## src/rtl/dnn_mlp_seq.sv

```systemverilog
// Two-layer MLP (N_IN -> N_HID ReLU -> N_OUT linear). One shared MAC is time-multiplexed
// over both layers, and the operands are captured when the job is accepted.
module dnn_mlp_seq #(
    parameter int N_IN  = 4,
    parameter int N_HID = 4,
    parameter int N_OUT = 2,
    parameter int DW    = 5,
    parameter int HW    = 11,
    parameter int OW    = 17
) (
    input  logic                       clk,
    input  logic                       rst_n,
    input  logic                       in_valid,
    output logic                       in_ready,
    input  logic [N_IN*DW-1:0]         x_flat,
    input  logic [N_IN*N_HID*DW-1:0]   w1_flat,
    input  logic [N_HID*N_OUT*DW-1:0]  w2_flat,
    output logic                       out_valid,
    input  logic                       out_ready,
    output logic [N_OUT*OW-1:0]        out_flat
);
    // The accumulator must hold full layer-1 and layer-2 sums and also cover both clamp ranges.
    localparam int A1  = 2*DW + $clog2(N_IN) + 1;
    localparam int A2  = HW + DW + $clog2(N_HID) + 1;
    localparam int A12 = (A1 > A2) ? A1 : A2;
    localparam int A3  = (OW > HW) ? OW + 1 : HW + 1;
    localparam int AW  = (A12 > A3) ? A12 : A3;
    localparam int NM1 = (N_IN > N_HID) ? N_IN : N_HID;
    localparam int NMX = (NM1 > N_OUT) ? NM1 : N_OUT;
    localparam int CW  = $clog2(NMX) + 1;

    localparam logic [1:0] S_IDLE = 2'd0;
    localparam logic [1:0] S_L1   = 2'd1;
    localparam logic [1:0] S_L2   = 2'd2;
    localparam logic [1:0] S_HOLD = 2'd3;

    logic [1:0]                    state_q, state_d;
    logic [CW-1:0]                 inner_q, inner_d, outer_q, outer_d;
    logic signed [AW-1:0]          acc_q, acc_d;
    logic [N_IN*DW-1:0]            x_q, x_d;
    logic [N_IN*N_HID*DW-1:0]      w1_q, w1_d;
    logic [N_HID*N_OUT*DW-1:0]     w2_q, w2_d;
    logic [N_HID*HW-1:0]           h_q, h_d;
    logic [N_OUT*OW-1:0]           out_q, out_d;

    logic signed [DW-1:0]          x_sel, w_sel;
    logic signed [HW-1:0]          h_sel;
    logic signed [AW-1:0]          a_ext, b_ext, mac, sat_h, sat_o;
    logic                          last_in, last_out;
    int                            ii, oi;

    function automatic logic signed [AW-1:0] sat(input logic signed [AW-1:0] v, input int w);
        logic signed [AW-1:0] mx, mn;
        mx = (AW'(1) << (w - 1)) - AW'(1);
        mn = ~mx;
        if (v > mx)      return mx;
        else if (v < mn) return mn;
        else             return v;
    endfunction

    always_comb begin
        ii      = int'(inner_q);
        oi      = int'(outer_q);
        x_sel   = '0;
        w_sel   = '0;
        h_sel   = '0;
        a_ext   = '0;
        b_ext   = '0;
        if (state_q == S_L1) begin
            x_sel = x_q[ii*DW +: DW];
            w_sel = w1_q[(oi*N_IN + ii)*DW +: DW];
            a_ext = AW'(x_sel);
            b_ext = AW'(w_sel);
        end else if (state_q == S_L2) begin
            h_sel = h_q[ii*HW +: HW];
            w_sel = w2_q[(oi*N_HID + ii)*DW +: DW];
            a_ext = AW'(h_sel);
            b_ext = AW'(w_sel);
        end
        mac   = acc_q + a_ext * b_ext;
        sat_h = sat(mac, HW);
        sat_o = sat(mac, OW);

        state_d  = state_q;
        inner_d  = inner_q;
        outer_d  = outer_q;
        acc_d    = acc_q;
        x_d      = x_q;
        w1_d     = w1_q;
        w2_d     = w2_q;
        h_d      = h_q;
        out_d    = out_q;
        last_in  = 1'b0;
        last_out = 1'b0;
        case (state_q)
            S_IDLE: begin
                if (in_valid) begin
                    x_d     = x_flat;
                    w1_d    = w1_flat;
                    w2_d    = w2_flat;
                    inner_d = '0;
                    outer_d = '0;
                    acc_d   = '0;
                    state_d = S_L1;
                end
            end
            S_L1: begin
                acc_d    = mac;
                last_in  = (inner_q == CW'(N_IN - 1));
                last_out = (outer_q == CW'(N_HID - 1));
                if (last_in) begin
                    h_d[oi*HW +: HW] = sat_h[AW-1] ? '0 : sat_h[HW-1:0];
                    acc_d   = '0;
                    inner_d = '0;
                    outer_d = last_out ? '0 : outer_q + CW'(1);
                    if (last_out) state_d = S_L2;
                end else begin
                    inner_d = inner_q + CW'(1);
                end
            end
            S_L2: begin
                acc_d    = mac;
                last_in  = (inner_q == CW'(N_HID - 1));
                last_out = (outer_q == CW'(N_OUT - 1));
                if (last_in) begin
                    out_d[oi*OW +: OW] = sat_o[OW-1:0];
                    acc_d   = '0;
                    inner_d = '0;
                    outer_d = last_out ? '0 : outer_q + CW'(1);
                    if (last_out) state_d = S_HOLD;
                end else begin
                    inner_d = inner_q + CW'(1);
                end
            end
            default: begin
                if (out_ready) state_d = S_IDLE;
            end
        endcase
    end

    always_ff @(posedge clk) begin
        if (!rst_n) begin
            state_q <= S_IDLE;
            inner_q <= '0;
            outer_q <= '0;
            acc_q   <= '0;
            x_q     <= '0;
            w1_q    <= '0;
            w2_q    <= '0;
            h_q     <= '0;
            out_q   <= '0;
        end else begin
            state_q <= state_d;
            inner_q <= inner_d;
            outer_q <= outer_d;
            acc_q   <= acc_d;
            x_q     <= x_d;
            w1_q    <= w1_d;
            w2_q    <= w2_d;
            h_q     <= h_d;
            out_q   <= out_d;
        end
    end

    assign in_ready  = (state_q == S_IDLE) && rst_n;
    assign out_valid = (state_q == S_HOLD);
    assign out_flat  = out_q;
endmodule

```

## config.mk

```make
export PLATFORM = sky130hd
export DESIGN_NAME = dnn_mlp_seq
export DESIGN_NICKNAME = d
export VERILOG_FILES = /design/src/rtl/dnn_mlp_seq.sv
export SDC_FILE = /design/constraint.sdc
export NUM_CORES = 1
export LEC_CHECK = 0
export CAP_MARGIN = 10
export CORE_MARGIN = 2
export CORE_UTILIZATION = 58
export DETAILED_ROUTE_END_ITERATION = 8
export HOLD_SLACK_MARGIN = 0.03
export PLACE_DENSITY = 0.82
export SLEW_MARGIN = 15
export SYNTH_ARGS = -nofsm -noshare
export SYNTH_HDL_FRONTEND = slang
export SYNTH_SLANG_ARGS = --single-unit
export TNS_END_PERCENT = 5
```

## constraint.sdc

```tcl
create_clock -name clk -period 13.2 [get_ports clk]
set_input_delay 2.64 -clock clk [delete_from_list [all_inputs] [get_ports clk]]
set_output_delay 2.64 -clock clk [all_outputs]
set_load 0.02 [all_outputs]
```

==> run summary <==
CTS sink count: 245
die height: 170 µm
fmax: 91.8 MHz
fin nets: 2,189
Clock Path Buffers: 3
GRT Total Usage: 28.2%
CP max stage delay: 0.97 ns
# IOs: 180
Flop pwr share: 39.4%
CP Max Fanout: 47
vias in the first global route: 12,700
CTS tree: yes
Post-synth EDFFs: 0
drt first-iter violations: 943
most common cell after layout, fill and taps aside: nand2_1
Worst-Skew Late Latency: 0.56 ns
layout cells sized above 1: 6.99%
post-route ant nets: 0
R2R setup slack: 2.30 ns
FILL cells: 1,986
commonest non-fill, non-tap cells in the layout: nand2_1, dfxtp_1, inv_1
CP endpoint: h_q[30]$_SDFFE_PN0P_
number of I/O port buffers: 179
RR Startpoint: inner_q[0]$_SDFFE_PN0P_
total grt overflow: 0
initial antenna violation count: 0
ys async rst share: 0%
area delta synth->final: 18.2%
# hold bufs at CTS: 0
ant diodes: 0
register bit count reported by yosys: 245
arrival time at the worst endpoint: 11.39 ns
cell taking the most area after synthesis: dfxtp_1
Power, Total: 2.23 mW
P_int: 1.53 mW
Total Wirelength: 40,300 µm
Vias: 12,700
Clock Power Share: 37.0%
Setup crit end kind: flop
Final Skew: 0.0150 ns
cts bufs inserted: 26
ys flop type: dfxtp_1
synthesis warning total: 0
drt pass-1 iters: 5
worst reg2reg path depth: 31
Slew headroom: 25.6%
WHS: 0.454 ns
peak supply drop: 0.0978 mV
synthesized cell area: 15,900 µm²
post-synth top area share: 30.8%
Leak: 7.90 nW
Mapped Cells: 1,725
largest net degree at the start of global routing: 128
sequential area share after synthesis: 30.8%
post-CTS resize count: 0
CTS root buffer: clkbuf_16
Post-Route Setup TNS: 0 ns
RSZ-0062 raised after global routing: false
Post-CTS Setup Inserts: 0
Pwr per Cell Area: 119 nW/µm²
slowest CP cell: dfxtp_4
reg2reg end: h_q[30]$_SDFFE_PN0P_
crit path kind: reg -> reg
Sw Pwr: 0.697 mW
# Max-Cap Violations: 0
CTS H-tree depth: 1
crit share post-route: 82.5%
die area: 28,800 µm²
post-synthesis net count: 2,072
count of pins over their slew limit: 0
Fin. Hold Viols: 0
min-delay worst type: reg -> reg
Distinct cells, synth: 69
Starting Density: 59.0%
min Tclk post-route: 10.90 ns
clock-pin slew on the worst setup and hold paths: 0.07 ns
Synth area leaders: dfxtp_1, fa_1, nand2_1
first-pass GRT wire length: 65,000 µm
worst slew pin tran: 1.10 ns
Critical Path RT: 13.70 ns
core area: 27,000 µm²
die width: 170 µm
startpoint types: flop
Site Rows: 60
switching share of power: 31.3%
hpwl dp: 29,900 µm
most used cell, CP: fa_1
synthesized area per cell: 9.23 µm²
routed vias/inst: 5.77
RePlAce Congestion: 0.903
power share of the combinational group: 23.6%
Post-route DRC: 0
critical path launch point: inner_q[0]$_SDFFE_PN0P_
detailed-route wire length per cell: 18.3 µm
final setup fails: 0
run status: finished, final reports clean
[final cells by class]
cell class	count	area [µm²]	share of cell area (%)
inverters	190	713	3.79
multi-input cells	1190	9900	52.7
well taps	341	427	2.27
repair buffers	189	1880	9.97
clock buffers	34	721	3.83
clock inverters	12	256	1.36
flip-flops and latches	245	4910	26.1
[registers in the layout, summed over array words and instances, names as in the netlist]
name / count
out_flat: 34
w2_q: 40
inner_q: 3
x_q: 20
state_q: 2
w1_q: 80
h_q: 44
outer_q: 3
acc_q: 19
[cell families (layout without fill, tap and decap cells)]
family,count (synthesis),after routing,share of synthesized area [%]
flip-flops,245,245,30.8
buffers and inverters,290,425,7.13
XOR/XNOR,50,50,2.92
multiplexers,61,61,7.70
adder cells (fa/ha/maj),204,204,20.8
AND/OR/NAND/NOR,501,501,13.7
AO/OA/AOI/OAI,374,374,16.9
[cells in the mapped netlist (18+ instances only)]
library cell / instances
xnor2_1: 36
clkbuf_1: 79
inv_1: 189
nor2_1: 38
mux4_2: 49
nand2_1: 346
o21ai_0: 58
a21boi_0: 153
ha_1: 101
a21oi_1: 39
fa_1: 102
nor2b_1: 38
nand2b_1: 18
dfxtp_1: 245
[power groups by stage]
stage	Sequential [mW]	Combinational [mW]	Clock, mW
after floorplan	0.851	0.394	0
after global routing	0.888	0.576	0.859
after global placement	0.889	0.505	0
final	0.877	0.527	0.825
after CTS	0.878	0.520	0.830
after detailed placement	0.893	0.517	0
[through the flow]
step | area [µm²] | setup slack [ns] | util [%] | instances
finish | 18800 | 2.30 | 69.8 | 2201
global placement | 17800 | 2.60 | 66.1 | 2154
CTS | 18800 | 2.30 | 69.7 | 2200
detailed placement | 17800 | 2.30 | 66.1 | 2154
floorplan | 15900 | 3.48 | - | 1725
global route | 18800 | 1.66 | 69.8 | 2201
[worst min path at each step]
stage,depth (start not counted),slack (ns),startpoint,end
6_report,2,0.45,h_q[28]$_SDFFE_PN0P_,h_q[28]$_SDFFE_PN0P_
2_1_floorplan,2,0.42,h_q[36]$_SDFFE_PN0P_,h_q[36]$_SDFFE_PN0P_
3_3_place_gp,2,0.43,h_q[36]$_SDFFE_PN0P_,h_q[36]$_SDFFE_PN0P_
3_5_place_dp,2,0.45,h_q[28]$_SDFFE_PN0P_,h_q[28]$_SDFFE_PN0P_
5_1_grt,2,0.48,w2_q[38]$_SDFFE_PN0P_,w2_q[38]$_SDFFE_PN0P_
4_1_cts,2,0.46,h_q[28]$_SDFFE_PN0P_,h_q[28]$_SDFFE_PN0P_
[layer usage]
layer | vias to the layer above | share of wire, % | GRT usage, %
met3 | 105 | 6.1 | 3.82
met4 | 0 | 3.9 | 10.9
met5 | - | 0 | 0
li1 | 5970 | - | -
met1 | 6137 | 42 | 37.7
met2 | 477 | 48 | 46.8
[worst max-delay path: cells and delay by family, from the launching register on]
family,cells,cell delay (ns)
DFF,1,0.97
adders and majority gates,9,3.85
buffers and inverters,5,0.44
muxes,2,1.10
and+or+nand+nor,6,1.37
AOI/OAI and AO/OA,7,1.96
xor gates and xnor gates,2,1.10
No activity file was read; power rests on OpenSTA's default activity.
